`config.mk`:
```
export PLATFORM = sky130hd
export DESIGN_NAME = mult_ctrl
export DESIGN_NICKNAME = d
export VERILOG_FILES = /design/src/rtl/mult_ctrl.sv
export SDC_FILE = /design/constraint.sdc
export NUM_CORES = 1
export LEC_CHECK = 0
export CORE_AREA = 2 2 39 41
export CTS_BUF_LIST = sky130_fd_sc_hd__clkbuf_16
export CTS_CLUSTER_DIAMETER = 40
export DETAILED_ROUTE_END_ITERATION = 16
export DIE_AREA = 0 0 41 43
export GPL_TIMING_DRIVEN = 0
export RECOVER_POWER = 50
export SYNTH_ARGS = -nofsm -noshare
export SYNTH_HDL_FRONTEND = slang
export SYNTH_SLANG_ARGS = --single-unit
```
`constraint.sdc`:
```
create_clock -name clk -period 3.5 [get_ports clk]
set_input_delay 0.35 -clock clk [delete_from_list [all_inputs] [get_ports clk]]
set_output_delay 0.35 -clock clk [all_outputs]
set_load 0.02 [all_outputs]
```
`src/rtl/mult_ctrl.sv`:
```
// rtl/mult_ctrl.sv - shift-add multiplier control FSM (optional macro: MULT_CTRL_ACK_EN)
module mult_ctrl #(
    parameter int SIZE = 32
) (
    input  logic clk,
    input  logic reset,
    input  logic start,
    input  logic b_lsb,
`ifdef MULT_CTRL_ACK_EN
    input  logic ack,
`endif
    output logic a_sel,
    output logic b_sel,
    output logic prod_sel,
    output logic add_sel,
    output logic enable,
    output logic busy,
    output logic done
);

    // One extra bit so the counter can never wrap inside SIZE iterations.
    localparam int CW = $clog2(SIZE) + 1;
    localparam logic [CW-1:0] lastCnt = CW'(SIZE - 1);
    localparam logic [CW-1:0] oneCnt  = CW'(1);

    typedef enum logic [1:0] {
        IDLE = 2'd0,
        LOAD = 2'd1,
        CALC = 2'd2,
        DONE = 2'd3
    } stateT;

    stateT          state;
    stateT          nextState;
    logic [CW-1:0]  cnt;
    // b_lsb is the LSB B will hold after the edge; lsbQ is the LSB of the current B register.
    logic           lsbQ;

    // State register
    always_ff @(posedge clk or negedge reset) begin
        if (!reset) begin
            state <= IDLE;
        end else begin
            state <= nextState;
        end
    end

    // Iteration counter and registered copy of the current B LSB
    always_ff @(posedge clk or negedge reset) begin
        if (!reset) begin
            cnt  <= '0;
            lsbQ <= 1'b0;
        end else begin
            case (state)
                LOAD: begin
                    cnt  <= '0;
                    lsbQ <= b_lsb;
                end
                CALC: begin
                    cnt  <= cnt + oneCnt;
                    lsbQ <= b_lsb;
                end
                default: begin
                    cnt  <= cnt;
                    lsbQ <= lsbQ;
                end
            endcase
        end
    end

    // Next-state logic; start is only looked at in IDLE, so it is never queued
    always_comb begin
        nextState = state;
        case (state)
            IDLE: if (start) nextState = LOAD;
            LOAD: nextState = CALC;
            CALC: if (cnt == lastCnt) nextState = DONE;
            DONE: begin
`ifdef MULT_CTRL_ACK_EN
                if (ack) nextState = IDLE;
`else
                nextState = IDLE;
`endif
            end
            default: nextState = IDLE;
        endcase
    end

    // Output decode from registered state only
    always_comb begin
        a_sel    = 1'b0;
        b_sel    = 1'b0;
        prod_sel = 1'b0;
        add_sel  = 1'b0;
        enable   = 1'b0;
        busy     = 1'b0;
        done     = 1'b0;
        case (state)
            LOAD: begin
                enable = 1'b1;
                busy   = 1'b1;
            end
            CALC: begin
                a_sel    = 1'b1;
                b_sel    = 1'b1;
                prod_sel = 1'b1;
                add_sel  = lsbQ;
                enable   = 1'b1;
                busy     = 1'b1;
            end
            DONE: begin
                done = 1'b1;
            end
            default: begin
            end
        endcase
    end

endmodule

```
==> results.json <==
{
  "p_leak_nw": 0.318,
  "cpMaxStageDelayCell": "clkdlybuf4s50_1",
  "rr_endpoint": "cnt[5]",
  "yosys_warnings": 0,
  "synthCells": 51,
  "power_frac_comb_pct": 51.9,
  "status": "finished, final reports clean",
  "syn_nets": 59,
  "cts_resized": 0,
  "place_inst": 77,
  "hold_slack_ns": 0.494,
  "pwr-share-seq_pct": 21.4,
  "die_x_um": 41,
  "cts_setup_buffers": 0,
  "sw_frac_of_total_pct": 36.2,
  "crit_chain": "inv_1 > ha_1 > clkbuf_1 > and2_1 > clkdlybuf4s50_1",
  "clk_latency_ns": 0.23,
  "critPathBufInv": 3,
  "r2r_start": "state[1]",
  "hold_buffers": 0,
  "clk_path_buf_depth": 2,
  "hp-class": "input pin to async pin",
  "routedWlPerCell_um": 10.7,
  "antenna_found_initial": 0,
  "arrival_ns": 2.02,
  "diodes": 0,
  "num_vias": 399,
  "grt_pass1_wl_um": 1590,
  "ys_ff_latch": 9,
  "cts_inserted_buffers": 3,
  "ios": 11,
  "cts_tree": "yes",
  "ys_types": 23,
  "cts-root-buf": "clkbuf_16",
  "clk_pin_slew_worst_paths_ns": 0.04,
  "synthesis.area_um2": 514,
  "r2r_cells": 6,
  "fin_cells": 81,
  "syn_avg_cell_area_um2": 10.1,
  "synthTopCellsByArea": "dfrtp_1 (44%), ha_1 (9.7%), o21ai_0 (4.9%), buf_4 (4.4%), mux2i_1 (3.9%)",
  "postRouteAntennaNets": 0,
  "required_ns": 3.15,
  "globalRouteTotalUtil_pct": 13.2,
  "die_h_um": 43,
  "yosys.area_share.simple_pct": 14.1,
  "final-hold-violation-count": 0,
  "setup_tns_ns": 0,
  "syn_to_final_growth_pct": 37.2,
  "start_util_pct": 37.2,
  "io_buffers": 10,
  "setup_viol": 0,
  "synth_xor_area_share_pct": 1.70,
  "synth-edff-count": 0,
  "path_delay_family": "buffers and inverters",
  "rrSetupSlack_ns": 1.69,
  "synth-compound-area-share_pct": 13.6,
  "grt_pass1_vias": 403,
  "gp_congestion": 0.727,
  "drive_gt1_share_pct": 12.3,
  "fin_total_pwr_uw": 736,
  "max-slew-margin-rel_pct": 71.3,
  "fin_crit_sh_pct": 67.7,
  "yosys.area_share.adder_pct": 9.73,
  "ys_seq_area_share_pct": 43.8,
  "max_stage_delay_ns": 0.60,
  "async_flop_share_pct": 100,
  "yosysTopAreaCell": "dfrtp_1",
  "grt_max_degree": 11,
  "synth_mux_area_share_pct": 6.08,
  "wl_met3_um": 38,
  "p_sw_uw": 267,
  "synth_top_family_by_area": "simple AND/OR/NAND/NOR gates",
  "critPathKind": "register to primary output",
  "maxUsedRoutingLayer": "met4",
  "die-area_um2": 1760,
  "htree_levels": 1,
  "vias_per_cell": 4.93,
  "cp-start-kind": "register",
  "ys.flop_type": "dfrtp_1",
  "path_max_fanout": 10,
  "rsz0062_at_grt": "false",
  "dr_wl_met2_um": 434,
  "ir_drop_v": 0.000489,
  "layout.nets": 74,
  "first_pass_iters": 4,
  "power_density_nw_per_um2": 1040,
  "drc": 0,
  "worst_pin_slew_ns": 0.429,
  "fin_worst_skew_ns": 0.00204,
  "fmax_mhz": 422,
  "cap_violations": 0,
  "coreArea_um2": 1380,
  "grt_overflow": 0,
  "clock_sinks": 9,
  "yosysTopAreaCellShare_pct": 43.8,
  "pwr-share-clk_pct": 26.7,
  "dp_hpwl_um": 663,
  "p_int_uw": 469,
  "fin_crit_ns": 2.37,
  "endpoint_kind": "primary output",
  "wirelength_um": 866,
  "drt-met1-wl_um": 380,
  "std_cell_rows": 14,
  "report.final.slew_viol_count": 0,
  "drt_iter0_markers": 3
}
[synthesized netlist by cell type (all sizes together) (2+ instances only)]
cell type	n
nand2	3
or3	2
o21ai	5
ha	4
buf	4
nor2	2
mux2i	2
inv	5
dfrtp	9
nand3	2
a21oi	2
[power by group through the flow]
stage | combinational (mW) | sequential [mW] | clock (mW)
floorplan | 0.283 | 0.154 | 0
global placement | 0.405 | 0.159 | 0
detailed placement | 0.409 | 0.159 | 0
CTS | 0.411 | 0.158 | 0.201
global route | 0.422 | 0.163 | 0.210
finish | 0.382 | 0.158 | 0.197
[final cells by class]
class	instances	area (um2)
tap	16	20.0
inverter	5	18.8
clock buffer	3	75.1
clock inverter	1	3.75
multi-input combinational	32	233
timing repair buffer	10	100
buffer	5	30.0
sequential	9	225
fill	134	678
[flip-flops by register name, indices dropped and copies added, names as in the netlist]
signal / flops
state: 2
cnt: 6
lsbQ: 1
[through the flow]
step / utilization [%] / instance area, um2 / setup WS [ns]
6_report: 51.0 / 706 / 1.13
3_3_place_gp: 45.8 / 634 / 1.33
2_1_floorplan: - / 514 / 1.85
4_1_cts: 51.5 / 713 / 1.09
3_5_place_dp: 45.8 / 634 / 1.35
5_1_grt: 51.0 / 706 / 1.02
[cells in the final DEF, fill, tap and decap left out, drive strengths merged]
cell and n:
a22o 1, clkdlybuf4s50 9, ha 4, inv 6, and2 1, nand3 2, nand2 3, xor2 1
o22a 1, nor2b 1, o31a 1, nor2 2, o32ai 1, or3 2, o21ai 5, mux2 1
dlygate4sd3 1, dfrtp 9, nor4 1, clkbuf 5, a21oi 2, nand4 1, buf 3, mux2i 2
[cells by family (layout without fill, tap and decap cells)]
kind of cell / after synthesis / count (layout)
buffers and inverters: 10 / 24
adder cells (fa/ha/maj): 4 / 4
AO/OA/AOI/OAI: 11 / 11
AND/OR/NAND/NOR: 13 / 13
XOR/XNOR: 1 / 1
multiplexers: 3 / 3
flip-flops: 9 / 9
[worst max path at each step]
stage              from      end  slack (ns)  depth (start not counted)
2_1_floorplan  state[0]  add_sel        1.85                          4
3_3_place_gp   state[0]  add_sel        1.33                          5
3_5_place_dp   state[0]  add_sel        1.35                          5
4_1_cts        state[0]  add_sel        1.09                          5
5_1_grt        state[0]  add_sel        1.02                          5
6_report       state[0]  add_sel        1.13                          5
[routing by layer]
| metal | vias up | GRT usage (%) |
|---|---|---|
| li1 | 202 | - |
| met1 | 184 | 15.7 |
| met2 | 11 | 21.3 |
| met3 | 2 | 3.14 |
| met4 | 0 | 6.00 |
| met5 | - | 0 |
No activity file was read; power rests on OpenSTA's default activity.
